File: config.mk
export PLATFORM = sky130hd
export DESIGN_NAME = mux_4x1_rr_arbiter_flat
export DESIGN_NICKNAME = d
export VERILOG_FILES = /design/src/rtl/mux_4x1_rr_arbiter_if.sv /design/src/rtl/mux_4x1_rr_arbiter.sv /design/src/flat_wrapper.sv
export SDC_FILE = /design/constraint.sdc
export NUM_CORES = 1
export LEC_CHECK = 0
export BUFFER_PORTS_ARGS = -buffer_cell sky130_fd_sc_hd__buf_2
export CAP_MARGIN = 15
export CORE_MARGIN = 2
export CORE_UTILIZATION = 40
export DETAILED_ROUTE_END_ITERATION = 10
export MAX_ROUTING_LAYER = met4
export SLEW_MARGIN = 20
export SYNTH_ARGS = -nofsm -noshare
export SYNTH_HDL_FRONTEND = slang
export SYNTH_SLANG_ARGS = --single-unit
File: constraint.sdc
create_clock -name clk -period 2.1 [get_ports clk]
set_clock_uncertainty 0.05 [all_clocks]
set_input_delay 0.21 -clock clk [delete_from_list [all_inputs] [get_ports clk]]
set_output_delay 0.21 -clock clk [all_outputs]
set_load 0.1 [all_outputs]
File: src/rtl/mux_4x1_rr_arbiter_if.sv
// Bus bundle between four requesters and the round-robin 4:1 output channel.
// The master side drives requests and data; the slave side is the arbiter.
interface mux_4x1_rr_arbiter_if #(
  parameter int WIDTH = 4
);
  logic [3:0]       req;
  logic [WIDTH-1:0] a;
  logic [WIDTH-1:0] b;
  logic [WIDTH-1:0] c;
  logic [WIDTH-1:0] d;
  logic [3:0]       gnt;
  logic [1:0]       sel;
  logic             valid;
  logic [WIDTH-1:0] out;

  modport master (
    output req, a, b, c, d,
    input  gnt, sel, valid, out
  );

  modport slave (
    input  req, a, b, c, d,
    output gnt, sel, valid, out
  );
endinterface

File: src/rtl/mux_4x1_rr_arbiter.sv
// Round-robin arbiter sharing one 4:1 output channel among requesters a..d,
// with a per-holder burst limit and a registered select/one-hot grant.
module mux_4x1_rr_arbiter #(
  parameter int WIDTH     = 4,
  parameter int MAX_BURST = 4
) (
  input logic                  clk,
  input logic                  rst,
  mux_4x1_rr_arbiter_if.slave  bus
);

  typedef enum logic {IDLE, GRANT} state_t;

  state_t     state_q, state_n;
  logic [1:0] sel_q, sel_n;
  logic [1:0] last_q, last_n;
  logic [3:0] gnt_q, gnt_n;
  logic [7:0] cnt_q, cnt_n;

  logic [1:0] scan_idx;
  logic [1:0] win;
  logic       found;
  logic       rearb;

  // First requester after the last-served index; the last-served one comes last.
  always_comb begin
    // NOTE: every combinational output gets a default first so no path can infer a latch.
    found    = 1'b0;
    win      = last_q;
    scan_idx = last_q;
    for (int i = 1; i <= 4; i++) begin
      scan_idx = last_q + 2'(i);
      if (!found && bus.req[scan_idx]) begin
        found = 1'b1;
        win   = scan_idx;
      end
    end
  end

  // IDLE always arbitrates; GRANT only when the holder drops or hits its burst limit.
  always_comb begin
    state_n = state_q;
    sel_n   = sel_q;
    last_n  = last_q;
    gnt_n   = gnt_q;
    cnt_n   = cnt_q;
    rearb   = (state_q == IDLE) || !bus.req[sel_q] || (cnt_q == 8'(MAX_BURST));

    if (rearb) begin
      if (found) begin
        state_n = GRANT;
        sel_n   = win;
        last_n  = win;
        gnt_n   = 4'b0001 << win;
        cnt_n   = 8'd1;
      end else begin
        state_n = IDLE;
        gnt_n   = 4'b0000;
        cnt_n   = 8'd0;
      end
    end else begin
      cnt_n = cnt_q + 8'd1;
    end
  end

  always_ff @(posedge clk) begin
    // NOTE: state registers use non-blocking assignments so every flop samples pre-edge values.
    if (rst) begin
      state_q <= IDLE;
      sel_q   <= 2'd0;
      last_q  <= 2'd3;
      gnt_q   <= 4'b0000;
      cnt_q   <= 8'd0;
    end else begin
      state_q <= state_n;
      sel_q   <= sel_n;
      last_q  <= last_n;
      gnt_q   <= gnt_n;
      cnt_q   <= cnt_n;
    end
  end

  assign bus.gnt = gnt_q;
  assign bus.sel = sel_q;

  // Data is qualified by the holder's live request, so a dropped req blanks out immediately.
  always_comb begin
    bus.valid = (state_q == GRANT) && bus.req[sel_q];
    bus.out   = '0;
    if (bus.valid) begin
      unique case (sel_q)
        2'd0: bus.out = bus.a;
        2'd1: bus.out = bus.b;
        2'd2: bus.out = bus.c;
        2'd3: bus.out = bus.d;
      endcase
    end
  end

endmodule

File: src/flat_wrapper.sv
// flat-port wrapper written by rule: the top's interface ports become plain ports
module mux_4x1_rr_arbiter_flat 
#(
  parameter int WIDTH     = 4,
  parameter int MAX_BURST = 4
)
  (clk, rst, bus_req, bus_a, bus_b, bus_c, bus_d, bus_gnt, bus_sel, bus_valid, bus_out);
  mux_4x1_rr_arbiter_if #(.WIDTH(WIDTH)) bus_i ();
  input logic clk;
  input logic rst;
  input wire logic [$bits(bus_i.req)-1:0] bus_req;
  input wire logic [$bits(bus_i.a)-1:0] bus_a;
  input wire logic [$bits(bus_i.b)-1:0] bus_b;
  input wire logic [$bits(bus_i.c)-1:0] bus_c;
  input wire logic [$bits(bus_i.d)-1:0] bus_d;
  output wire logic [$bits(bus_i.gnt)-1:0] bus_gnt;
  output wire logic [$bits(bus_i.sel)-1:0] bus_sel;
  output wire logic [$bits(bus_i.valid)-1:0] bus_valid;
  output wire logic [$bits(bus_i.out)-1:0] bus_out;
  assign bus_i.req = bus_req;
  assign bus_i.a = bus_a;
  assign bus_i.b = bus_b;
  assign bus_i.c = bus_c;
  assign bus_i.d = bus_d;
  assign bus_gnt = bus_i.gnt;
  assign bus_sel = bus_i.sel;
  assign bus_valid = bus_i.valid;
  assign bus_out = bus_i.out;
  mux_4x1_rr_arbiter #(.WIDTH(WIDTH), .MAX_BURST(MAX_BURST)) u_core (.clk(clk), .rst(rst), .bus(bus_i));
endmodule
==> results of run 1 <==
[per-stage QoR]
step	cell area, um2	std cells	setup WS [ps]
2_1_floorplan	1067	104	63.61
3_5_place_dp	1222	161	143.9
5_1_grt	1252	165	3.599
4_1_cts	1250	165	21.59
3_3_place_gp	1222	161	210.3
6_report	1252	165	92.99
[critical path, cell delays in order, from the launching register on]
cell and delay (ps):
dfxtp_4 420, mux4_1 550, and2b_2 200, buf_2 280
[flip-flops by register name, summed over array words and instances, names as in the netlist]
name,flops
u_core.state_q,1
u_core.bus.sel,2
u_core.cnt_q,8
u_core.bus.gnt,4
u_core.last_q,2
[logic make-up after synthesis]
logic type,after synthesis
AND/OR/NAND/NOR,39
flip-flops,17
XOR/XNOR,6
buffers and inverters,15
adder cells (fa/ha/maj),2
multiplexers,9
AO/OA/AOI/OAI,16
[layout make-up]
type / count / area (um2)
clock inverters: 1 / 5.005
inverters: 9 / 33.78
clock buffers: 3 / 22.52
well taps: 30 / 37.54
fillers: 260 / 1247
multi-input cells: 72 / 640.6
repair buffers: 33 / 167.7
flip-flops and latches: 17 / 345.3
[per-layer routing]
layer / up-vias / share of wire, % / track usage (%) / wire length [um]
met5: - / 0 / - / 0
met4: 0 / 0.59 / 3.136 / 13
met3: 2 / 8.5 / 6.323 / 187
met2: 29 / 48 / 24.83 / 1065
met1: 405 / 42 / 17.37 / 932
li1: 446 / - / - / -
[final timing paths]
kind | to | slack [ps]
worst max register to register | u_core.bus.sel[1] | 220
worst min register to register | u_core.bus.gnt[2] | 440
worst max-delay path | bus_out[3] | 90
worst min-delay path | u_core.state_q | 90
[cell usage after synthesis, drive strengths merged]
cell    count  area, um2
dfxtp      17      340.3
inv         9      33.78
nor3        7      65.06
nor2        6      22.52
mux2i       5      50.05
nand3       5      25.02
xor2        5      43.79
and2b       4      33.79
buf         4      42.53
mux4        4      105.1
o32ai       4      42.55
and3        3      18.77
nand2       3      11.26
nand2b      3      18.77
clkbuf      2      7.510
ha          2      25.02
nor3b       2      20.02
nor4        2      12.51
o21bai      2      15.01
o31ai       2      15.01
a21o        1      7.510
a21oi       1      5.000
a221oi      1      8.760
a31oi       1      6.260
a32oi       1      16.27
nand3b      1      7.510
nor4b       1      8.760
o21a        1      7.510
o21ai       1      5.000
o22a        1      17.52
or2         1      6.260
or4b        1      10.01
xnor2       1      8.760
[power breakdown]
part           internal, uW  switching [uW]  total (uW)
Clock                  70.7             102         173
Combinational           139             355         494
Sequential              356            41.2         397
Total                   566             497        1060
==> qor.yml, run 1 <==
clock_tree:
  cts_sinks: 17
  path_clk_slew_ps: 100
  cts_tree: "done"
  ctsResizeCount: 0
  cts-htree-levels: 1
  cts_setup_buffers: 0
  root_buffer: "clkbuf_4"
  clk_latency_ps: 290
  cts_hold_buf: 0
  cts_buffers: 3
  clockBufferDepth: 2
hold_path:
  hold_path_class: "input port to flop"
  min_path_cells: 2
  min_from: "rst"
timing:
  min_period_ps: 2007
  finalHoldViolations: 0
  worst_pin_slew_ps: 501.3
  fin_tns_setup_ps: 0
  rsz0062_at_grt: "no"
  period_share_pct: 95.57
  slew_violations: 0
  max_slew_margin_pct: 66.27
  setup_violations: 0
  fmax_ghz: 0.4983
  timing.hold.ws_ps: 91.99
finish:
  final_common_cell: "buf_2"
  postLayoutCoreUtil_pct: 50.10
  num_antenna_cells: 0
  layout_common_cells: "buf_2 (32), dfxtp_1 (15), inv_1 (9)"
  fin_nets: 160
  drive_above_1_share_pct: 40.74
  area_growth_pct: 17.76
synth:
  synthSimpleGateAreaFrac_pct: 24.47
  synth.avg_cell_area_um2: 10.23
  synth-compound-area-share_pct: 13.76
  yosysUniqueCellTypes: 39
  yosys.area_share.adder_pct: 2.353
  syn_inst: 104
  synth_xor_xnor_area_share_pct: 4.941
  ys_ff_latch: 17
  synth_top_family_by_area: "simple AND/OR/NAND/NOR gates"
  muxShareOfSynthArea_pct: 14.59
  synth_area_um2: 1064
  yosysSeqAreaShare_pct: 32.00
  syn_nets: 128
  yosysWarningCount: 0
floorplanning:
  dieArea_um2: 3087
  core_area_um2: 2500
  die_w_um: 55.57
  boundaryPins: 33
  initial_utilization_pct: 42.54
  row_count: 18
  die_h_um: 55.57
job:
  cap_violations: 0
route:
  initialDrtViolationCount: 21
  dr.pass1.iters: 4
  wire_per_inst_um: 13.33
  wirelength_mm: 2.199
  antenna_left: 0
  drc: 0
  via_per_inst: 5.345
  vias: 882
worst_setup_path:
  end_kind: "output pin"
  r2r-start: "u_core.cnt_q[0]"
  worst_setup_path_start_kind: "flop"
  cp.required_ps: 1840
  startpoint: "u_core.bus.sel[0]"
  path_max_fanout: 8
  arrival_ps: 1750
  crit_type: "flop to output pin"
  rr_worst_depth: 6
grt:
  antenna_found_initial: 0
  track_usage_pct: 15.15
  grt_max_degree: 17
  grt_pass1_wl_mm: 3.663
  grt_pass1_vias: 786
  grt.overflow.total: 0
placement:
  port_buffers: 32
  place_congestion: 0.8387
  place_hpwl_mm: 1.704
pwr:
  totalPowerFinal_uw: 1063
  p_per_area_nw_per_um2: 848.9
  vdd_drop_max_uv: 585.6
  p_leak_uw: 0.0005418
outcome:
  outcome: "finished, final reports clean"
(Power assumes the default switching activity.)
==> inputs of run 2 (changes only) <==
- CORE_UTILIZATION: 40 -> 50
- PLACE_DENSITY_LB_ADDON: default -> 0.15
==> qor.yml, run 2 (synthesis results as in run 1) <==
outcome:
  outcome: "finished, final reports clean"
timing:
  timing.hold.ws_ps: 105.5
  fin_ws_ps: 99.46
  min_period_ps: 2001
  worst_pin_slew_ps: 509.9
  setup_violations: 0
  slew_violations: 0
  finalHoldViolations: 0
  rsz0062_at_grt: "no"
  fin_tns_setup_ps: 0
  max_slew_margin_pct: 65.69
  period_share_pct: 95.26
  fmax_ghz: 0.4999
floorplanning:
  initial_utilization_pct: 53.66
  row_count: 16
  core_area_um2: 1982
  boundaryPins: 33
  dieArea_um2: 2512
  die_h_um: 50.12
  die_w_um: 50.12
route:
  via_per_inst: 5.222
  wirelength_mm: 2.057
  wl_met3_um: 86
  drc: 0
  wire_per_inst_um: 12.70
  met1_length_um: 982
  dr.pass1.iters: 4
  highest_layer: "met4"
  antenna_left: 0
  routed-wl-met2_um: 976
  initialDrtViolationCount: 16
  vias: 846
finish:
  layout_common_cells: "buf_2 (31), dfxtp_1 (15), inv_1 (9)"
  largest_register_ffs: 8
  drive_above_1_share_pct: 40.00
  postLayoutCoreUtil_pct: 63.07
  num_antenna_cells: 0
  area_growth_pct: 17.53
  largest-register: "u_core.cnt_q"
  final_common_cell: "buf_2"
  fin_nets: 160
  fill_cells: 180
clock_tree:
  cts-htree-levels: 1
  clk_latency_ps: 280
  cts_buffers: 3
  cts_tree: "done"
  root_buffer: "clkbuf_4"
  path_clk_slew_ps: 90
  clockBufferDepth: 2
  cts_hold_buf: 0
  cts_sinks: 17
worst_setup_path:
  slowest_stage: "mux4_1"
  critical_path_buf_inv_count: 1
  r2r-start: "u_core.cnt_q[0]"
  crit_type: "flop to output pin"
  worst_setup_path_start_kind: "flop"
  startpoint: "u_core.bus.sel[0]"
  cpPeakStageDelay_ps: 560
  end_kind: "output pin"
  path_delay_family: "multiplexers"
  path_max_fanout: 8
  crit_chain: "mux4_1 -> and2b_2 -> clkbuf_4"
  cp.required_ps: 1840
  arrival_ps: 1740
hold_path:
  hold_path_class: "input port to flop"
  min_from: "rst"
pwr:
  p_per_area_nw_per_um2: 846.0
  vdd_drop_max_uv: 560.6
  p_leak_uw: 0.0005387
placement:
  place_congestion: 0.7752
  place_hpwl_mm: 1.603
  port_buffers: 32
  dp_slack_ps: 178.7
grt:
  grt_pass1_wl_mm: 3.443
  grt_max_degree: 17
  track_usage_pct: 18.40
  grt_pass1_vias: 791
  antenna_found_initial: 0
  grt.overflow.total: 0
job:
  cap_violations: 0
-- run 2: repair_timing --
item	4_1_cts	5_1_grt
endpoints found under the hold margin	0	0
setup endpoints to repair	0	5
buffers inserted	0	0
resized for setup	0	3
-- run 2: layer usage --
layer / global-route usage [%] / up-vias
met3: 5.455 / 2
li1: - / 441
met2: 29.17 / 16
met1: 23.54 / 387
met4: 2.778 / 0
met5: - / -
-- run 2: area by class of cell --
| type | instances | area (um2) | area share (%) |
|---|---|---|---|
| Clock buffer | 4 | 26.28 | 2.102 |
| Sequential cell | 17 | 345.3 | 27.63 |
| Timing Repair Buffer | 33 | 170.2 | 13.61 |
| Inverter | 9 | 33.78 | 2.703 |
| Multi-Input combinational cell | 72 | 640.6 | 51.25 |
| Tap cell | 27 | 33.78 | 2.703 |
-- run 2: path summary, 6_finish.rpt --
| check | end | slack [ps] | cells past startpoint |
|---|---|---|---|
| worst min register to register | u_core.bus.gnt[0] | 430 | 2 |
| worst max-delay path | bus_out[1] | 100 | 3 |
| worst max register to register | u_core.bus.sel[1] | 240 | 6 |
| worst min-delay path | u_core.state_q | 110 | 2 |
-- run 2: stage by stage --
stage,power (uW),area [um2],cells
6_report,1057,1250,162
5_1_grt,1114,1250,162
4_1_cts,1063,1245,162
3_5_place_dp,896.1,1219,158
3_3_place_gp,888.4,1219,158
2_1_floorplan,837.0,1067,104
-- run 2: where the power goes --
part	leakage, uW	switching [uW]	internal [uW]	total (uW)
Clock	0.0000150	93.3	73.7	167
Sequential	0.000140	40.8	356	397
Combinational	0.000383	353	140	494
Total	0.000539	487	570	1060
